**src/rtl/exec_mem_stage_pkg.sv**
```systemverilog
// Shared types and default widths for the NanoQuarter execute/memory stage.
package exec_mem_stage_pkg;

    typedef enum logic [1:0] {
        ST_IDLE   = 2'd0,
        ST_SETUP  = 2'd1,
        ST_ACCESS = 2'd2,
        ST_DONE   = 2'd3
    } state_e;

    localparam int DEF_DW      = 16;
    localparam int DEF_AW      = 6;
    localparam int DEF_PCW     = 32;
    localparam int DEF_BOFFW   = 5;
    localparam int DEF_JTW     = 8;
    localparam int DEF_TIMEOUT = 15;

endpackage

```
**src/rtl/exec_mem_stage_if.sv**
```systemverilog
// Pipeline handshake, result and APB bus signals of the execute/memory stage.
interface exec_mem_stage_if import exec_mem_stage_pkg::*; #(
    parameter int DW    = DEF_DW,
    parameter int AW    = DEF_AW,
    parameter int PCW   = DEF_PCW,
    parameter int BOFFW = DEF_BOFFW,
    parameter int JTW   = DEF_JTW
);
    logic             in_valid;
    logic             in_ready;
    logic             stall;
    logic [DW-1:0]    alu_in;
    logic [DW-1:0]    reg1_in;
    logic [DW-1:0]    reg2_in;
    logic [AW-1:0]    memaddr_in;
    logic [BOFFW-1:0] boffset_in;
    logic [JTW-1:0]   jtarget_in;
    logic             bne_in;
    logic             jmp_in;
    logic             jr_in;
    logic             memread_in;
    logic             memwrite_in;
    logic [PCW-1:0]   pc_in;
    logic             out_valid;
    logic [DW-1:0]    wb_data;
    logic [PCW-1:0]   pc_out;
    logic             mem_err;
    logic [AW-1:0]    paddr;
    logic             pwrite;
    logic             psel;
    logic             penable;
    logic [DW-1:0]    pwdata;
    logic [DW-1:0]    prdata;
    logic             pready;
    logic             pslverr;

    modport master (
        input  in_valid, alu_in, reg1_in, reg2_in, memaddr_in, boffset_in, jtarget_in,
               bne_in, jmp_in, jr_in, memread_in, memwrite_in, pc_in,
               prdata, pready, pslverr,
        output in_ready, stall, out_valid, wb_data, pc_out, mem_err,
               paddr, pwrite, psel, penable, pwdata
    );

    modport slave (
        output in_valid, alu_in, reg1_in, reg2_in, memaddr_in, boffset_in, jtarget_in,
               bne_in, jmp_in, jr_in, memread_in, memwrite_in, pc_in,
               prdata, pready, pslverr,
        input  in_ready, stall, out_valid, wb_data, pc_out, mem_err,
               paddr, pwrite, psel, penable, pwdata
    );

endinterface

```
**src/rtl/exec_mem_stage_apb_master_fsm.sv**
```systemverilog
// Stage sequencer: accepts instructions, runs the APB SETUP/ACCESS phases with
// a timeout down-counter, and reports completion with read data and error.
//
//   state  | meaning
//   IDLE   | ready for a new instruction
//   SETUP  | APB setup phase (psel=1, penable=0)
//   ACCESS | APB access phase, waiting for pready or timeout
//   DONE   | result strobe cycle, no accept
module apb_master_fsm import exec_mem_stage_pkg::*; #(
    parameter int DW      = DEF_DW,
    parameter int AW      = DEF_AW,
    parameter int TIMEOUT = DEF_TIMEOUT
) (
    input  logic          clk,
    input  logic          rst,
    input  logic          valid_i,
    input  logic          mem_i,
    input  logic          write_i,
    input  logic [AW-1:0] addr_i,
    input  logic [DW-1:0] wdata_i,
    input  logic [DW-1:0] prdata_i,
    input  logic          pready_i,
    input  logic          pslverr_i,
    output state_e        state_o,
    output logic          accept_o,
    output logic          done_o,
    output logic [DW-1:0] rdata_o,
    output logic          err_o,
    output logic          psel_o,
    output logic          penable_o,
    output logic          pwrite_o,
    output logic [AW-1:0] paddr_o,
    output logic [DW-1:0] pwdata_o
);
    localparam int CW = (TIMEOUT < 2) ? 1 : $clog2(TIMEOUT + 1);

    state_e        state_q, state_d;
    logic [CW-1:0] cnt_q, cnt_d;
    logic          psel_q, psel_d;
    logic          penable_q, penable_d;
    logic          pwrite_q, pwrite_d;
    logic [AW-1:0] paddr_q, paddr_d;
    logic [DW-1:0] pwdata_q, pwdata_d;

    // APB strobes are flops on the async reset so a reset drops them at once.
    always_ff @(posedge clk or posedge rst) begin
        if (rst) begin
            state_q   <= ST_IDLE;
            cnt_q     <= '0;
            psel_q    <= 1'b0;
            penable_q <= 1'b0;
            pwrite_q  <= 1'b0;
            paddr_q   <= '0;
            pwdata_q  <= '0;
        end else begin
            state_q   <= state_d;
            cnt_q     <= cnt_d;
            psel_q    <= psel_d;
            penable_q <= penable_d;
            pwrite_q  <= pwrite_d;
            paddr_q   <= paddr_d;
            pwdata_q  <= pwdata_d;
        end
    end

    always_comb begin
        state_d   = state_q;
        cnt_d     = cnt_q;
        psel_d    = psel_q;
        penable_d = penable_q;
        pwrite_d  = pwrite_q;
        paddr_d   = paddr_q;
        pwdata_d  = pwdata_q;
        accept_o  = 1'b0;
        done_o    = 1'b0;
        rdata_o   = '0;
        err_o     = 1'b0;
        unique case (state_q)
            ST_IDLE: begin
                if (valid_i) begin
                    accept_o = 1'b1;
                    if (mem_i) begin
                        state_d  = ST_SETUP;
                        psel_d   = 1'b1;
                        paddr_d  = addr_i;
                        pwrite_d = write_i;
                        pwdata_d = wdata_i;
                    end else begin
                        state_d = ST_DONE;
                    end
                end
            end
            ST_SETUP: begin
                state_d   = ST_ACCESS;
                penable_d = 1'b1;
                cnt_d     = CW'(TIMEOUT - 1);
            end
            ST_ACCESS: begin
                // Terminal count is checked after pready, so a response in the last allowed cycle still succeeds.
                if (pready_i || (cnt_q == '0)) begin
                    state_d   = ST_DONE;
                    psel_d    = 1'b0;
                    penable_d = 1'b0;
                    done_o    = 1'b1;
                    err_o     = pready_i ? pslverr_i : 1'b1;
                    rdata_o   = (pready_i && !pslverr_i && !pwrite_q) ? prdata_i : '0;
                end else begin
                    cnt_d = cnt_q - CW'(1);
                end
            end
            ST_DONE: state_d = ST_IDLE;
            default: state_d = ST_IDLE;
        endcase
    end

    assign state_o   = state_q;
    assign psel_o    = psel_q;
    assign penable_o = penable_q;
    assign pwrite_o  = pwrite_q;
    assign paddr_o   = paddr_q;
    assign pwdata_o  = pwdata_q;

endmodule

```
**src/rtl/exec_mem_stage.sv**
```systemverilog
// NanoQuarter execute/memory stage: next-PC resolution, APB load/store and
// registered write-back result with a valid/ready front end.
module exec_mem_stage import exec_mem_stage_pkg::*; #(
    parameter int DW      = DEF_DW,
    parameter int AW      = DEF_AW,
    parameter int PCW     = DEF_PCW,
    parameter int BOFFW   = DEF_BOFFW,
    parameter int JTW     = DEF_JTW,
    parameter int TIMEOUT = DEF_TIMEOUT
) (
    input logic              clk,
    input logic              rst,
    exec_mem_stage_if.master bus
);
    state_e         state;
    logic           accept, mem_done, acc_err, is_mem;
    logic [DW-1:0]  acc_rdata;
    logic [PCW-1:0] pc_seq, pc_next;
    logic [PCW-1:0] pc_lat_q, pc_q, pc_d;
    logic [DW-1:0]  alu_lat_q, wb_q, wb_d;
    logic           load_lat_q, err_q, err_d;

    assign is_mem = bus.memread_in | bus.memwrite_in;

    always_comb begin
        pc_seq  = bus.pc_in + PCW'(1);
        pc_next = pc_seq;
        if (bus.jmp_in)
            pc_next = bus.jr_in ? PCW'(bus.reg1_in) : PCW'(bus.jtarget_in);
        else if (bus.bne_in && (bus.reg1_in != bus.reg2_in))
            pc_next = pc_seq + PCW'($signed(bus.boffset_in));
    end

    // Non-memory ops finish on the accept edge; memory ops use the latched copy.
    always_comb begin
        wb_d  = wb_q;
        pc_d  = pc_q;
        err_d = err_q;
        if (accept && !is_mem) begin
            wb_d  = bus.alu_in;
            pc_d  = pc_next;
            err_d = 1'b0;
        end else if (mem_done) begin
            wb_d  = load_lat_q ? acc_rdata : alu_lat_q;
            pc_d  = pc_lat_q;
            err_d = acc_err;
        end
    end

    always_ff @(posedge clk or posedge rst) begin
        if (rst) begin
            pc_lat_q   <= '0;
            alu_lat_q  <= '0;
            load_lat_q <= 1'b0;
            wb_q       <= '0;
            pc_q       <= '0;
            err_q      <= 1'b0;
        end else begin
            if (accept) begin
                pc_lat_q   <= pc_next;
                alu_lat_q  <= bus.alu_in;
                load_lat_q <= bus.memread_in;
            end
            wb_q  <= wb_d;
            pc_q  <= pc_d;
            err_q <= err_d;
        end
    end

    apb_master_fsm #(.DW(DW), .AW(AW), .TIMEOUT(TIMEOUT)) u_fsm (
        .clk       (clk),
        .rst       (rst),
        .valid_i   (bus.in_valid),
        .mem_i     (is_mem),
        .write_i   (bus.memwrite_in & ~bus.memread_in),
        .addr_i    (bus.memaddr_in),
        .wdata_i   (bus.reg2_in),
        .prdata_i  (bus.prdata),
        .pready_i  (bus.pready),
        .pslverr_i (bus.pslverr),
        .state_o   (state),
        .accept_o  (accept),
        .done_o    (mem_done),
        .rdata_o   (acc_rdata),
        .err_o     (acc_err),
        .psel_o    (bus.psel),
        .penable_o (bus.penable),
        .pwrite_o  (bus.pwrite),
        .paddr_o   (bus.paddr),
        .pwdata_o  (bus.pwdata)
    );

    assign bus.in_ready  = (state == ST_IDLE);
    assign bus.stall     = (state != ST_IDLE);
    assign bus.out_valid = (state == ST_DONE);
    assign bus.wb_data   = wb_q;
    assign bus.pc_out    = pc_q;
    assign bus.mem_err   = err_q;

endmodule

```
**src/flat_wrapper.sv**
```systemverilog
// flat-port wrapper written by rule: the top's interface ports become plain ports
module exec_mem_stage_flat import exec_mem_stage_pkg::*;
#(
    parameter int DW      = DEF_DW,
    parameter int AW      = DEF_AW,
    parameter int PCW     = DEF_PCW,
    parameter int BOFFW   = DEF_BOFFW,
    parameter int JTW     = DEF_JTW,
    parameter int TIMEOUT = DEF_TIMEOUT
)
  (clk, rst, bus_in_valid, bus_alu_in, bus_reg1_in, bus_reg2_in, bus_memaddr_in, bus_boffset_in, bus_jtarget_in, bus_bne_in, bus_jmp_in, bus_jr_in, bus_memread_in, bus_memwrite_in, bus_pc_in, bus_prdata, bus_pready, bus_pslverr, bus_in_ready, bus_stall, bus_out_valid, bus_wb_data, bus_pc_out, bus_mem_err, bus_paddr, bus_pwrite, bus_psel, bus_penable, bus_pwdata);
  exec_mem_stage_if #(.DW(DW), .AW(AW), .PCW(PCW), .BOFFW(BOFFW), .JTW(JTW)) bus_i ();
  input logic clk;
  input logic rst;
  input wire logic [$bits(bus_i.in_valid)-1:0] bus_in_valid;
  input wire logic [$bits(bus_i.alu_in)-1:0] bus_alu_in;
  input wire logic [$bits(bus_i.reg1_in)-1:0] bus_reg1_in;
  input wire logic [$bits(bus_i.reg2_in)-1:0] bus_reg2_in;
  input wire logic [$bits(bus_i.memaddr_in)-1:0] bus_memaddr_in;
  input wire logic [$bits(bus_i.boffset_in)-1:0] bus_boffset_in;
  input wire logic [$bits(bus_i.jtarget_in)-1:0] bus_jtarget_in;
  input wire logic [$bits(bus_i.bne_in)-1:0] bus_bne_in;
  input wire logic [$bits(bus_i.jmp_in)-1:0] bus_jmp_in;
  input wire logic [$bits(bus_i.jr_in)-1:0] bus_jr_in;
  input wire logic [$bits(bus_i.memread_in)-1:0] bus_memread_in;
  input wire logic [$bits(bus_i.memwrite_in)-1:0] bus_memwrite_in;
  input wire logic [$bits(bus_i.pc_in)-1:0] bus_pc_in;
  input wire logic [$bits(bus_i.prdata)-1:0] bus_prdata;
  input wire logic [$bits(bus_i.pready)-1:0] bus_pready;
  input wire logic [$bits(bus_i.pslverr)-1:0] bus_pslverr;
  output wire logic [$bits(bus_i.in_ready)-1:0] bus_in_ready;
  output wire logic [$bits(bus_i.stall)-1:0] bus_stall;
  output wire logic [$bits(bus_i.out_valid)-1:0] bus_out_valid;
  output wire logic [$bits(bus_i.wb_data)-1:0] bus_wb_data;
  output wire logic [$bits(bus_i.pc_out)-1:0] bus_pc_out;
  output wire logic [$bits(bus_i.mem_err)-1:0] bus_mem_err;
  output wire logic [$bits(bus_i.paddr)-1:0] bus_paddr;
  output wire logic [$bits(bus_i.pwrite)-1:0] bus_pwrite;
  output wire logic [$bits(bus_i.psel)-1:0] bus_psel;
  output wire logic [$bits(bus_i.penable)-1:0] bus_penable;
  output wire logic [$bits(bus_i.pwdata)-1:0] bus_pwdata;
  assign bus_i.in_valid = bus_in_valid;
  assign bus_i.alu_in = bus_alu_in;
  assign bus_i.reg1_in = bus_reg1_in;
  assign bus_i.reg2_in = bus_reg2_in;
  assign bus_i.memaddr_in = bus_memaddr_in;
  assign bus_i.boffset_in = bus_boffset_in;
  assign bus_i.jtarget_in = bus_jtarget_in;
  assign bus_i.bne_in = bus_bne_in;
  assign bus_i.jmp_in = bus_jmp_in;
  assign bus_i.jr_in = bus_jr_in;
  assign bus_i.memread_in = bus_memread_in;
  assign bus_i.memwrite_in = bus_memwrite_in;
  assign bus_i.pc_in = bus_pc_in;
  assign bus_i.prdata = bus_prdata;
  assign bus_i.pready = bus_pready;
  assign bus_i.pslverr = bus_pslverr;
  assign bus_in_ready = bus_i.in_ready;
  assign bus_stall = bus_i.stall;
  assign bus_out_valid = bus_i.out_valid;
  assign bus_wb_data = bus_i.wb_data;
  assign bus_pc_out = bus_i.pc_out;
  assign bus_mem_err = bus_i.mem_err;
  assign bus_paddr = bus_i.paddr;
  assign bus_pwrite = bus_i.pwrite;
  assign bus_psel = bus_i.psel;
  assign bus_penable = bus_i.penable;
  assign bus_pwdata = bus_i.pwdata;
  exec_mem_stage #(.DW(DW), .AW(AW), .PCW(PCW), .BOFFW(BOFFW), .JTW(JTW), .TIMEOUT(TIMEOUT)) u_core (.clk(clk), .rst(rst), .bus(bus_i));
endmodule
```
**config.mk**
```make
export PLATFORM = sky130hd
export DESIGN_NAME = exec_mem_stage_flat
export DESIGN_NICKNAME = d
export VERILOG_FILES = /design/src/rtl/exec_mem_stage_pkg.sv /design/src/rtl/exec_mem_stage_if.sv /design/src/rtl/exec_mem_stage_apb_master_fsm.sv /design/src/rtl/exec_mem_stage.sv /design/src/flat_wrapper.sv
export SDC_FILE = /design/constraint.sdc
export NUM_CORES = 1
export LEC_CHECK = 0
export ABC_AREA = 1
export CAP_MARGIN = 25
export CORE_MARGIN = 4
export CORE_UTILIZATION = 39
export CTS_BUF_LIST = sky130_fd_sc_hd__clkbuf_2 sky130_fd_sc_hd__clkbuf_4 sky130_fd_sc_hd__clkbuf_8
export CTS_CLUSTER_DIAMETER = 60
export DETAILED_ROUTE_END_ITERATION = 12
export GPL_TIMING_DRIVEN = 0
export PLACE_DENSITY = 0.7
export SYNTH_ARGS = -nofsm -noshare
export SYNTH_HDL_FRONTEND = slang
export SYNTH_SLANG_ARGS = --single-unit
```
**constraint.sdc**
```tcl
create_clock -name clk -period 5 [get_ports clk]
set_input_delay 1 -clock clk [delete_from_list [all_inputs] [get_ports clk]]
set_output_delay 1 -clock clk [all_outputs]
set_load 0.03 [all_outputs]
```
* After elaboration in Yosys (flattened, before gate mapping) *
Cells that the tools add are included.

storage, ports and cells
  register bits after elaboration = 129
  input bits = 125
  output and inout bits = 77
  word-level logic and storage cells = 77

operators by class
  add/sub/neg operators = 3
  equality and inequality tests = 8
  muxes and demuxes = 31
  bitwise operators = 3
  reductions and logical operators = 19

operator list
  operator                                          number
  two-way mux 32 bit                                4
  two-way mux 16 bit                                7
  adder 32 x 1 -> 32 bit, second input constant     1
  adder 32 bit                                      1
  != test 16 bit                                    1
  two-way mux 1 bit                                 12
  one-hot mux 2 bit (4 select lines)                1
  one-hot mux 4 bit (2 select lines)                1
  nonzero test 2 bit                                4
  two-way mux 2 bit                                 3
  != test 2 bit, second input constant              3
  AND reduction 2 bit                               3
  == test 2 bit, second input constant              2
  logical AND 1 bit                                 4
  logical NOT 4 bit                                 1
  two-way mux 4 bit                                 1
  one-hot mux 1 bit (2 select lines)                2
  AND reduction 4 bit                               1
  subtractor 4 x 1 -> 4 bit, second input constant  1
  logical NOT 1 bit                                 3
  AND reduction 3 bit                               1
  == test 2 x 1 -> 1 bit, second input constant     1
  logical NOT 2 bit                                 1
  != test 2 x 1 -> 1 bit, second input constant     1
  4 further kinds                                   4

* Depth between registers and ports, before layout *
Gate-level depths: netlist of run 1.

  depth after elaboration = 9
  depth in mapped cells = 22
  depth with buffers taken out = 22

* By module *
A second synthesis of run 1 with hierarchy kept.

second synthesis, totals
  cells, all modules = 1518
  area total of the unflattened synthesis = 10068.4 um^2

modules (own cells, without submodules)
  module          times used  cells an instance  area each (um^2)  seq. area each (um^2)
  exec_mem_stage  1           1312               8431.8            2452.4
  apb_master_fsm  1           206                1636.6            775.7

* Worst setup path before layout of run 1 *
OpenSTA, ideal clock, no wires.

  path kind = input port to flip-flop
  start = input port bus_pc_in[0]
  end = register u_core.pc_q[23], in the netlist u_core.bus.pc_out[23]
  setup time = 0.118 ns
  arrival = 3.081 ns
  required time = 4.882 ns
  setup slack = 1.801 ns
  stages = 21
  path buffers = 0
  path through = ha_1 > inv_1 > nor2_4 > nand2_4 > nor2_2 > or2_2 > nand2_1 > inv_1 > ha_1 > nand2_1 > inv_1 > nand2_1 > nand2_1 > a21oi_1 > nand2_1 > nand2_1 > nand2_1 > nand2_1 > nand3_1 > nand3_1 > nand2_1

between the ends
  longest elaborated chain between the ends = 5

ends and longest elaborated chain
  item                      RTL line              source
  start: declaration        flat_wrapper.sv:27    input wire logic [$bits(bus_i.pc_in)-1:0] bus_pc_in;
  adder 32 x 1 -> 32 bit *  exec_mem_stage.sv:26  pc_seq = bus.pc_in + PCW'(1);
  adder 32 bit              exec_mem_stage.sv:31  pc_next = pc_seq + PCW'($signed(bus.boffset_in));
  two-way mux 32 bit *      exec_mem_stage.sv:30  else if (bus.bne_in && (bus.reg1_in != bus.reg2_in))
  two-way mux 32 bit *      exec_mem_stage.sv:28  if (bus.jmp_in)
  two-way mux 32 bit *      exec_mem_stage.sv:39  if (accept && !is_mem) begin
  end signal: assignment    exec_mem_stage.sv:65  pc_q <= pc_d;
  end: declaration          exec_mem_stage.sv:19  logic [PCW-1:0] pc_lat_q, pc_q, pc_d;

Every way passes the cells marked *; elsewhere a longest branch is shown, timed or not.
A chain may end at the register's enable or synchronous reset.

* Worst setup path in the final report of run 1 *
  start = input port bus_pc_in[1]
  end = register u_core.pc_lat_q[30]

between the ends
  longest elaborated chain between the ends = 4

ends and longest elaborated chain
  item                      RTL line              source
  adder 32 x 1 -> 32 bit *  exec_mem_stage.sv:26
  adder 32 bit              exec_mem_stage.sv:31
  two-way mux 32 bit *      exec_mem_stage.sv:30
  two-way mux 32 bit *      exec_mem_stage.sv:28
  end signal: assignment    exec_mem_stage.sv:60  pc_lat_q <= pc_next;
  end: declaration          exec_mem_stage.sv:19

Marked as above.

==> results of run 1 <==
area by class of cell:
class                      instances  area share [%]
buffer                            38            1.44
clock buffer                      20            2.09
clock inverter                    12            1.07
inverter                         222            6.66
multi-input combinational       1042            43.5
sequential                       129            25.6
tap                              324            3.22
timing repair buffer             203            16.4
worst paths after layout:
path,to,depth (start not counted),slack (ps),startpoint
worst max register to register,u_core.bus.wb_data[0],9,2520,u_core.u_fsm.state_o[0]
min in group asynchronous,u_core.u_fsm.pwdata_o[10],2,960,rst
max in group asynchronous,u_core.bus.pc_out[1],3,3280,rst
worst min register to register,u_core.pc_lat_q[9],2,490,u_core.pc_lat_q[9]
worst min-delay path,u_core.pc_lat_q[9],2,490,u_core.pc_lat_q[9]
worst max-delay path,u_core.pc_lat_q[30],19,890,bus_pc_in[1]
routing by layer:
layer / up-vias / GRT usage, % / wire length [µm]
met3: 67 / 5.69 / 2540
met5: - / 0 / 0
met4: 0 / 7.68 / 1070
li1: 5006 / - / -
met1: 4646 / 32.1 / 14700
met2: 365 / 38.3 / 15200
synth_stat cells (all sizes together):
library cell	instances	area, µm²
a22o	24	210
dfrtp	129	3230
o21a	2	15.0
buf	24	129
xor2	23	201
nand3	118	611
nor3b	1	12.5
clkbuf	14	52.6
mux2	18	203
o21ai	48	240
nand4	14	87.6
nand2	497	1900
a221o	1	10.0
o22ai	8	50.1
o211ai	4	30.0
a21o	4	30.0
nor3	9	50.1
or2	4	25.0
o221ai	9	78.8
ha	41	513
and2	3	18.8
nor4	2	12.5
nor2	115	526
nand3b	6	45.0
a21boi	1	7.51
clkinv	7	26.3
inv	215	807
xnor2	12	135
fa	1	20.0
o21bai	8	60.1
a21oi	56	284
a22oi	13	97.6
flip-flops by register name, indices dropped and copies added (netlist names):
signal and cells:
u_core.u_fsm.state_o 2, u_core.u_fsm.penable_o 1, u_core.load_lat_q 1, u_core.alu_lat_q 16, u_core.u_fsm.paddr_o 6, u_core.bus.wb_data 16, u_core.pc_lat_q 32, u_core.u_fsm.pwdata_o 16
u_core.bus.pc_out 32, u_core.u_fsm.pwrite_o 1, u_core.bus.mem_err 1, u_core.u_fsm.psel_o 1, u_core.u_fsm.cnt_q 4
logic make-up (layout without fill, tap and decap cells):
group                      count (synthesis)  in the layout  synth area share, %
and+or+nand+nor                          769            769                 33.9
buffers and inverters                    260            495                 10.4
AOI/OAI and AO/OA                        178            178                 11.5
DFF                                      129            129                 33.2
adders and majority gates                 42             42                 5.48
xor gates and xnor gates                  35             35                 3.46
muxes                                     18             18                 2.09
power groups by stage:
stage               Sequential (mW)  Clock [mW]  Combinational (mW)
floorplan                      2.37           0                1.27
detailed placement             1.83           0                3.02
global route                   1.88       0.978                3.28
finish                         1.83       0.922                3.02
global placement               1.82           0                2.97
CTS                            1.82       0.925                3.03
cells in the final DEF (no fill, tap or decap), types with 15 or more instances in the layout:
cell	synthesis	routed
ha_1	41	41
xor2_1	23	23
nand2_1	488	488
a21oi_1	55	55
mux2_2	18	18
nand3_1	114	114
inv_1	210	209
nor2_1	95	95
clkdlybuf4s50_1	0	201
dfrtp_1	129	129
o21ai_0	33	33
a22o_1	24	24
clkbuf_8	0	18
o21ai_1	15	15
buf_2	16	16
worst register-to-register path, stage by stage, from the launching register on:
cell	delay [ps]
dfrtp_1	380
inv_1	90
ha_1	260
nand2_1	240
inv_2	130
nand2_1	130
inv_2	110
nor2_2	350
clkbuf_1	470
o21ai_0	190
through the flow:
step	hold WS, ps	utilization (%)	instances	power (mW)	setup slack, ps
after floorplan	449	-	1431	3.64	559
after global placement	462	49.8	1956	4.79	-1360
after detailed placement	467	50.0	1958	4.85	483
after CTS	487	51.6	1990	5.78	950
after global routing	498	51.6	1990	6.14	666
final	488	51.6	1990	5.77	887
==> results.yml, run 1 <==
setup_path:
  critPathKind: "in -> reg"
  critPathMaxStageDelay_ps: 540
  cp.arrival_ps: 4460
  crit_required_ps: 5350
  path_buf_inv: 4
  end_kind: "register"
  crit_chain: "clkdlybuf4s50_1 > ha_1 > inv_1 > nor2_4 > nand4_1 > nor2_1 > nand2_1 > nand2_1 > nand2_1 > ha_1 > inv_1 > nor3_1 > inv_1 > nor3_1 > nand3_1 > nand3_1 > nand3_1 > nand3_1 > nand2_1"
  crit_family: "simple AND/OR/NAND/NOR gates"
  slowest_stage: "clkdlybuf4s50_1"
  cp_max_fo: 6
  cp-start-kind: "input pin"
cells_and_area:
  multiInputGateArea_um2: 5480
  nFillCells: 2437
  drive_gt1_share_pct: 7.20
  final_area_um2: 12600
  final_nets: 1820
  layout.area.seq_um2: 3230
  diodes: 0
  area.growth.synth_to_final_pct: 29.6
sta:
  tightest_slew_ps: 638
  setup_viol: 0
  hold_violations: 0
  skew_ps: 10.8
  period_minus_slack_ps: 4110
  finalCritPeriodShare_pct: 82.3
  slew_headroom_pct: 57.3
  fin_setup_tns_ps: 0
  slew_violations: 0
  max_freq_ghz: 0.243
  rsz0062_at_grt: "no"
cts:
  cts_setup_buffers: 0
  post_cts_resized: 0
  clkSlewWorstSetupHoldPaths_ps: 80
  cts_buffers: 17
  cts_hold_buf: 0
  clockRootBuffer: "clkbuf_8"
  clockBufferDepth: 2
  cts_tree: "yes"
  htreeDepth: 4
  clkLatencyLatePin_ps: 450
  cts.sinks: 129
synthesis:
  synth-seq-cells: 129
  syn_inst: 1431
  ys_seq_area_share_pct: 33.2
  syn-cell-area_um2: 9720
  yosysWarnings: 0
  synth_nets: 1598
  synth.distinct_cells: 48
  postSynthAreaPerCell_um2: 6.79
grt:
  grt_max_degree: 79
  grt_antenna_before_repair: 0
  grt_pass1_wl_um: 53100
  grt_pass1_vias: 9743
  grt_use_total_pct: 23.9
  overflow: 0
floorplanning:
  start_util_pct: 39.8
  fp.dieArea_um2: 27500
  die_h_um: 166
  io_pins: 202
  die_w_um: 166
  rows: 57
  coreArea_um2: 24400
pwr:
  pwr-share-comb_pct: 52.3
  p_int_mw: 3.23
  p_per_area_nw_per_um2: 458
  p_clk_share_pct: 16.0
  p_switching_mw: 2.54
  pwr-share-seq_pct: 31.7
  p_sw_share_pct: 44.0
  p_leak_nw: 6.41
  ir_drop_uv: 343
detailed_routing:
  routedWlPerCell_um: 16.8
  drc: 0
  drt_iter0_markers: 813
  via_per_inst: 5.07
  num_vias: 10084
  ant_nets: 0
  wl_um: 33500
  dr.pass1.iters: 5
place:
  placed_cell_area_um2: 12200
  post-dp-hpwl_um: 27400
  numPortBuffers: 201
  gp_congestion: 0.927
run:
  max_cap_viol_count: 0
worst_hold_path:
  min-delay-path-class: "reg -> reg"
run_status:
  status: "completed"
(Power assumes the default switching activity.)
==> run 2: changes to the inputs <==
Settings changed: PLACE_DENSITY 0.7 to 0.72.
Clock period 5 ns to 3.6 ns, I/O delays scaled along.
==> results.yml, run 2 (synthesis gave the netlist of run 1 again) <==
detailed_routing:
  ant_nets: 0
  drt_iter0_markers: 977
  num_vias: 10236
  routedWlPerCell_um: 16.5
  dr.pass1.iters: 5
  via_per_inst: 5.13
  drc: 0
  wl_um: 33000
sta:
  max_freq_ghz: 0.290
  hold_ws_ps: 483
  setup_viol: 0
  fin_setup_tns_ps: 0
  hold_violations: 0
  tightest_slew_ps: 650
  worst_slack_ps: 153
  slew_headroom_pct: 56.6
  slew_violations: 0
  period_minus_slack_ps: 3450
  skew_ps: 20.3
  finalCritPeriodShare_pct: 95.7
grt:
  overflow: 0
  grt_pass1_wl_um: 52100
  grt_antenna_before_repair: 0
  grt_pass1_vias: 9780
  grt_use_total_pct: 23.2
  grt_max_degree: 44
setup_path:
  critPathKind: "in -> reg"
  worstReg2RegEnd: "u_core.u_fsm.pwdata_o[8]"
  worstReg2RegStart: "u_core.u_fsm.state_o[1]"
  cp.arrival_ps: 3790
  end_kind: "register"
  crit_required_ps: 3940
  reg2regPathDepth: 8
  cp_max_fo: 5
  r2r_setup_slack_ps: 980
  cp-start-kind: "input pin"
floorplanning:
  start_util_pct: 39.8
  coreArea_um2: 24400
  rows: 57
  die_h_um: 166
  io_pins: 202
  fp.dieArea_um2: 27500
  die_w_um: 166
worst_hold_path:
  whs_path_depth: 2
  hp-start: "u_core.pc_lat_q[24]"
  min-delay-path-class: "reg -> reg"
  min_to: "u_core.pc_lat_q[24]"
cts:
  clockRootBuffer: "clkbuf_8"
  clockBufferDepth: 2
  cts.sinks: 129
  cts_tree: "yes"
  clkSlewWorstSetupHoldPaths_ps: 80
  cts_buffers: 17
  htreeDepth: 4
  clkLatencyLatePin_ps: 460
place:
  numPortBuffers: 201
  post-dp-hpwl_um: 26600
  placed_cell_area_um2: 12200
  placed_cells: 1960
  gp_congestion: 0.978
  place_ws_ps: -613
run:
  max_cap_viol_count: 0
cells_and_area:
  area.growth.synth_to_final_pct: 33.2
  layout.cells.most_common_list: "nand2_1 (478), inv_1 (209), clkdlybuf4s50_1 (199)"
  diodes: 0
  layout_commonest_cell: "nand2_1"
  final_cells: 1996
  final_nets: 1826
  drive_gt1_share_pct: 10.5
  final_area_um2: 12900
  fin_util_pct: 53.1
pwr:
  p_leak_nw: 6.50
  p_per_area_nw_per_um2: 625
  ir_drop_uv: 491
  finalPower_mw: 8.09
run_status:
  status: "completed"
run 2: changes by cell type in the layout (fill, tap and decap cells not counted), moves of 5 or more:
cell,previous run,this run
a21oi_1,55,46
a21oi_2,1,10
ha_1,41,32
ha_4,0,5
nand2_1,488,478
nand2_2,6,16
nor2_1,95,87
nor2_2,13,19
run 2: worst max path at each step:
stage	from	end	slack [ps]	cells past startpoint
global route	bus_pc_in[1]	u_core.bus.pc_out[30]	-30	20
floorplan	bus_pc_in[0]	u_core.bus.pc_out[23]	680	21
finish	bus_pc_in[16]	u_core.pc_lat_q[30]	150	18
CTS	bus_pc_in[1]	u_core.pc_lat_q[29]	10	17
global placement	bus_pc_in[1]	u_core.pc_lat_q[30]	-600	19
detailed placement	bus_pc_in[1]	u_core.pc_lat_q[30]	-610	19
run 2: metal layers:
layer / routed length (µm) / GRT usage (%) / part of all wire [%]
met2: 15500 / 37.6 / 47
met4: 831 / 7.03 / 2.5
met5: 0 / 0 / 0
met1: 14600 / 31.9 / 44
met3: 2060 / 4.00 / 6.2
run 2: where the power goes:
group	total [mW]	internal [mW]	switching, mW
logic	4.24	1.72	2.52
registers	2.53	2.14	0.391
clock network	1.33	0.660	0.666
run 2: layout make-up:
cell class | count | area, µm²
Multi-Input combinational cell | 1042 | 5750
Clock buffer | 18 | 248
Sequential cell | 129 | 3230
Timing Repair Buffer | 209 | 2130
Tap cell | 324 | 405
Fill cell | 2362 | 11400
Buffer | 38 | 181
Clock inverter | 14 | 169
Inverter | 222 | 837
run 2: critical path, stage by stage:
cell and delay [ps]:
clkdlybuf4s50_1 590, nand2_1 170, nor2_2 150, nand3_1 110, nor2_1 110, nand2_1 100
xor2_2 230, inv_1 90, ha_2 390, inv_1 100, nor3_2 210, inv_1 120
nor3_4 180, nand3_1 130, nand3_1 90, nand3_1 130, nand3_1 110, nand2_1 60
run 2: what timing repair did:
item	4_1_cts	5_1_grt
pin swaps	2	3
setup endpoints to repair	13	37
buffers inserted	3	1
gates resized for setup	2	58
hold buffers	0	0
hold endpoints to repair	0	0
==> run 3: changes to the inputs <==
Settings changed: CORE_MARGIN 4 to 2, PLACE_DENSITY 0.72 to 0.7.
Clock period 3.6 ns to 4.3 ns, I/O delays scaled along.
==> results.yml, run 3 (synthesis gave the netlist of run 1 again) <==
grt:
  grt_use_total_pct: 25.3
  grt_max_degree: 34
  top_usage_layer: "met2"
  grtUsageMet2_pct: 41.8
  grtUsageMet3_pct: 4.49
  overflow: 0
  grt_antenna_before_repair: 0
  met1_usage_pct: 34.2
  grt_pass1_vias: 9766
  grt_pass1_wl_um: 52200
pwr:
  p_clk_share_pct: 15.4
  pwr-share-seq_pct: 31.8
  p_int_mw: 3.71
  ir_drop_uv: 396
  pwr-share-comb_pct: 52.8
  p_switching_mw: 2.98
  p_leak_nw: 6.43
  p_sw_share_pct: 44.5
  p_per_area_nw_per_um2: 528
floorplanning:
  start_util_pct: 39.8
  die_w_um: 162
  rows: 57
  io_pins: 202
  die_h_um: 162
  fp.dieArea_um2: 26200
  coreArea_um2: 24400
run:
  max_cap_viol_count: 0
worst_hold_path:
  hp-start: "u_core.pc_lat_q[14]"
  whs_path_depth: 2
  min-delay-path-class: "reg -> reg"
  min_to: "u_core.pc_lat_q[14]"
setup_path:
  r2r_setup_slack_ps: 1780
  crit_chain: "clkdlybuf4s50_1 > ha_1 > inv_1 > nor2_4 > nand4_1 > nor2_1 > nand2_1 > nand2_1 > nand2_1 > ha_1 > inv_1 > nor3_1 > inv_1 > nor3_1 > nand3_1 > nand3_1 > nand3_1 > nand3_1 > nand2_1"
  crit_family: "simple AND/OR/NAND/NOR gates"
  slowest_stage: "clkdlybuf4s50_1"
  path_buf_inv: 4
  cp.arrival_ps: 4340
  critPathKind: "in -> reg"
  end_kind: "register"
  crit_required_ps: 4630
  cp-start-kind: "input pin"
  worstReg2RegEnd: "u_core.bus.wb_data[5]"
  cp_max_fo: 6
  reg2regPathDepth: 10
  critPathMaxStageDelay_ps: 560
  worstReg2RegStart: "u_core.u_fsm.state_o[0]"
detailed_routing:
  routedWlPerCell_um: 16.6
  wl_um: 33000
  dr.pass1.iters: 5
  drc: 0
  ant_nets: 0
  drt_iter0_markers: 818
  num_vias: 10208
  via_per_inst: 5.12
cells_and_area:
  layout.cells.most_common_list: "nand2_1 (488), inv_1 (209), clkdlybuf4s50_1 (201)"
  area.growth.synth_to_final_pct: 30.1
  diodes: 0
  nFillCells: 2421
  final_nets: 1823
  layout_commonest_cell: "nand2_1"
  drive_gt1_share_pct: 7.37
sta:
  hold_violations: 0
  max_freq_ghz: 0.250
  worst_slack_ps: 294
  skew_ps: 12.6
  setup_viol: 0
  slew_headroom_pct: 48.3
  period_minus_slack_ps: 4010
  hold_ws_ps: 484
  slew_violations: 0
  tightest_slew_ps: 773
  rsz0062_at_grt: "no"
  finalCritPeriodShare_pct: 93.2
cts:
  cts.sinks: 129
  clkSlewWorstSetupHoldPaths_ps: 70
  cts_hold_buf: 0
  clockBufferDepth: 2
  cts_buffers: 17
  cts_setup_buffers: 0
  clkLatencyLatePin_ps: 460
  cts_tree: "yes"
  htreeDepth: 4
  clockRootBuffer: "clkbuf_8"
  post_cts_resized: 0
place:
  place_ws_ps: -99.4
  post-dp-hpwl_um: 27200
  numPortBuffers: 201
  gp_congestion: 0.921
run_status:
  status: "completed"
## run 3: changes by cell type in the layout (fill, tap and decap cells not counted), sizes merged, moves of 2 or more
| cell | previous run | this run |
|---|---|---|
| clkinv | 7 | 10 |
| dlymetal6s2s | 2 | 0 |
| clkdlybuf4s50 | 199 | 201 |
| buf | 32 | 29 |
## run 3: worst reg2reg max path: stages (launching register included)
cell	delay, ps
dfrtp_1	410
inv_1	110
ha_1	260
nand2_1	230
inv_2	180
nand2_1	110
inv_2	170
nor2_4	110
inv_2	70
clkbuf_1	470
o221ai_1	260
## run 3: worst max-delay path by stage
stage,startpoint,to,cells past startpoint
floorplan,bus_pc_in[0],u_core.bus.pc_out[23],21
global placement,bus_pc_in[1],u_core.pc_lat_q[30],19
detailed placement,bus_pc_in[1],u_core.pc_lat_q[30],19
CTS,bus_pc_in[1],u_core.pc_lat_q[30],19
global route,bus_pc_in[1],u_core.pc_lat_q[30],19
finish,bus_pc_in[1],u_core.pc_lat_q[30],19
## run 3: through the flow
step / instances / cell area (µm²) / utilization (%) / total power, mW / TNS, ps
after floorplan: 1431 / 9720 / - / 4.23 / 0
after global placement: 1956 / 12100 / 49.8 / 5.56 / -547
after detailed placement: 1961 / 12300 / 50.2 / 5.65 / -300
after CTS: 1993 / 12600 / 51.8 / 6.70 / 0
after global routing: 1993 / 12600 / 51.8 / 7.12 / 0
final: 1993 / 12600 / 51.8 / 6.68 / 0
## run 3: final cells by class
cell class              count  area [µm²]  area share [%]
plain buffers              38         181            1.43
clock buffers              18         248            1.96
clock inverters            14         141            1.12
inverters                 222         837            6.62
multi-input cells        1042        5480            43.3
flip-flops and latches    129        3230            25.5
well taps                 324         405            3.21
repair buffers            206        2130            16.8
## run 3: per-layer routing
metal  up-vias  wire (µm)
met3        48       2240
met5         -          0
met1      4739      14700
met4         0        733
met2       400      15300
li1       5021          -
## run 3: power groups by stage
stage	Sequential, mW	Clock [mW]	Combinational [mW]
after floorplan	2.75	0	1.48
after global placement	2.12	0	3.45
after detailed placement	2.13	0	3.52
after CTS	2.12	1.04	3.53
after global routing	2.19	1.11	3.83
final	2.13	1.03	3.53
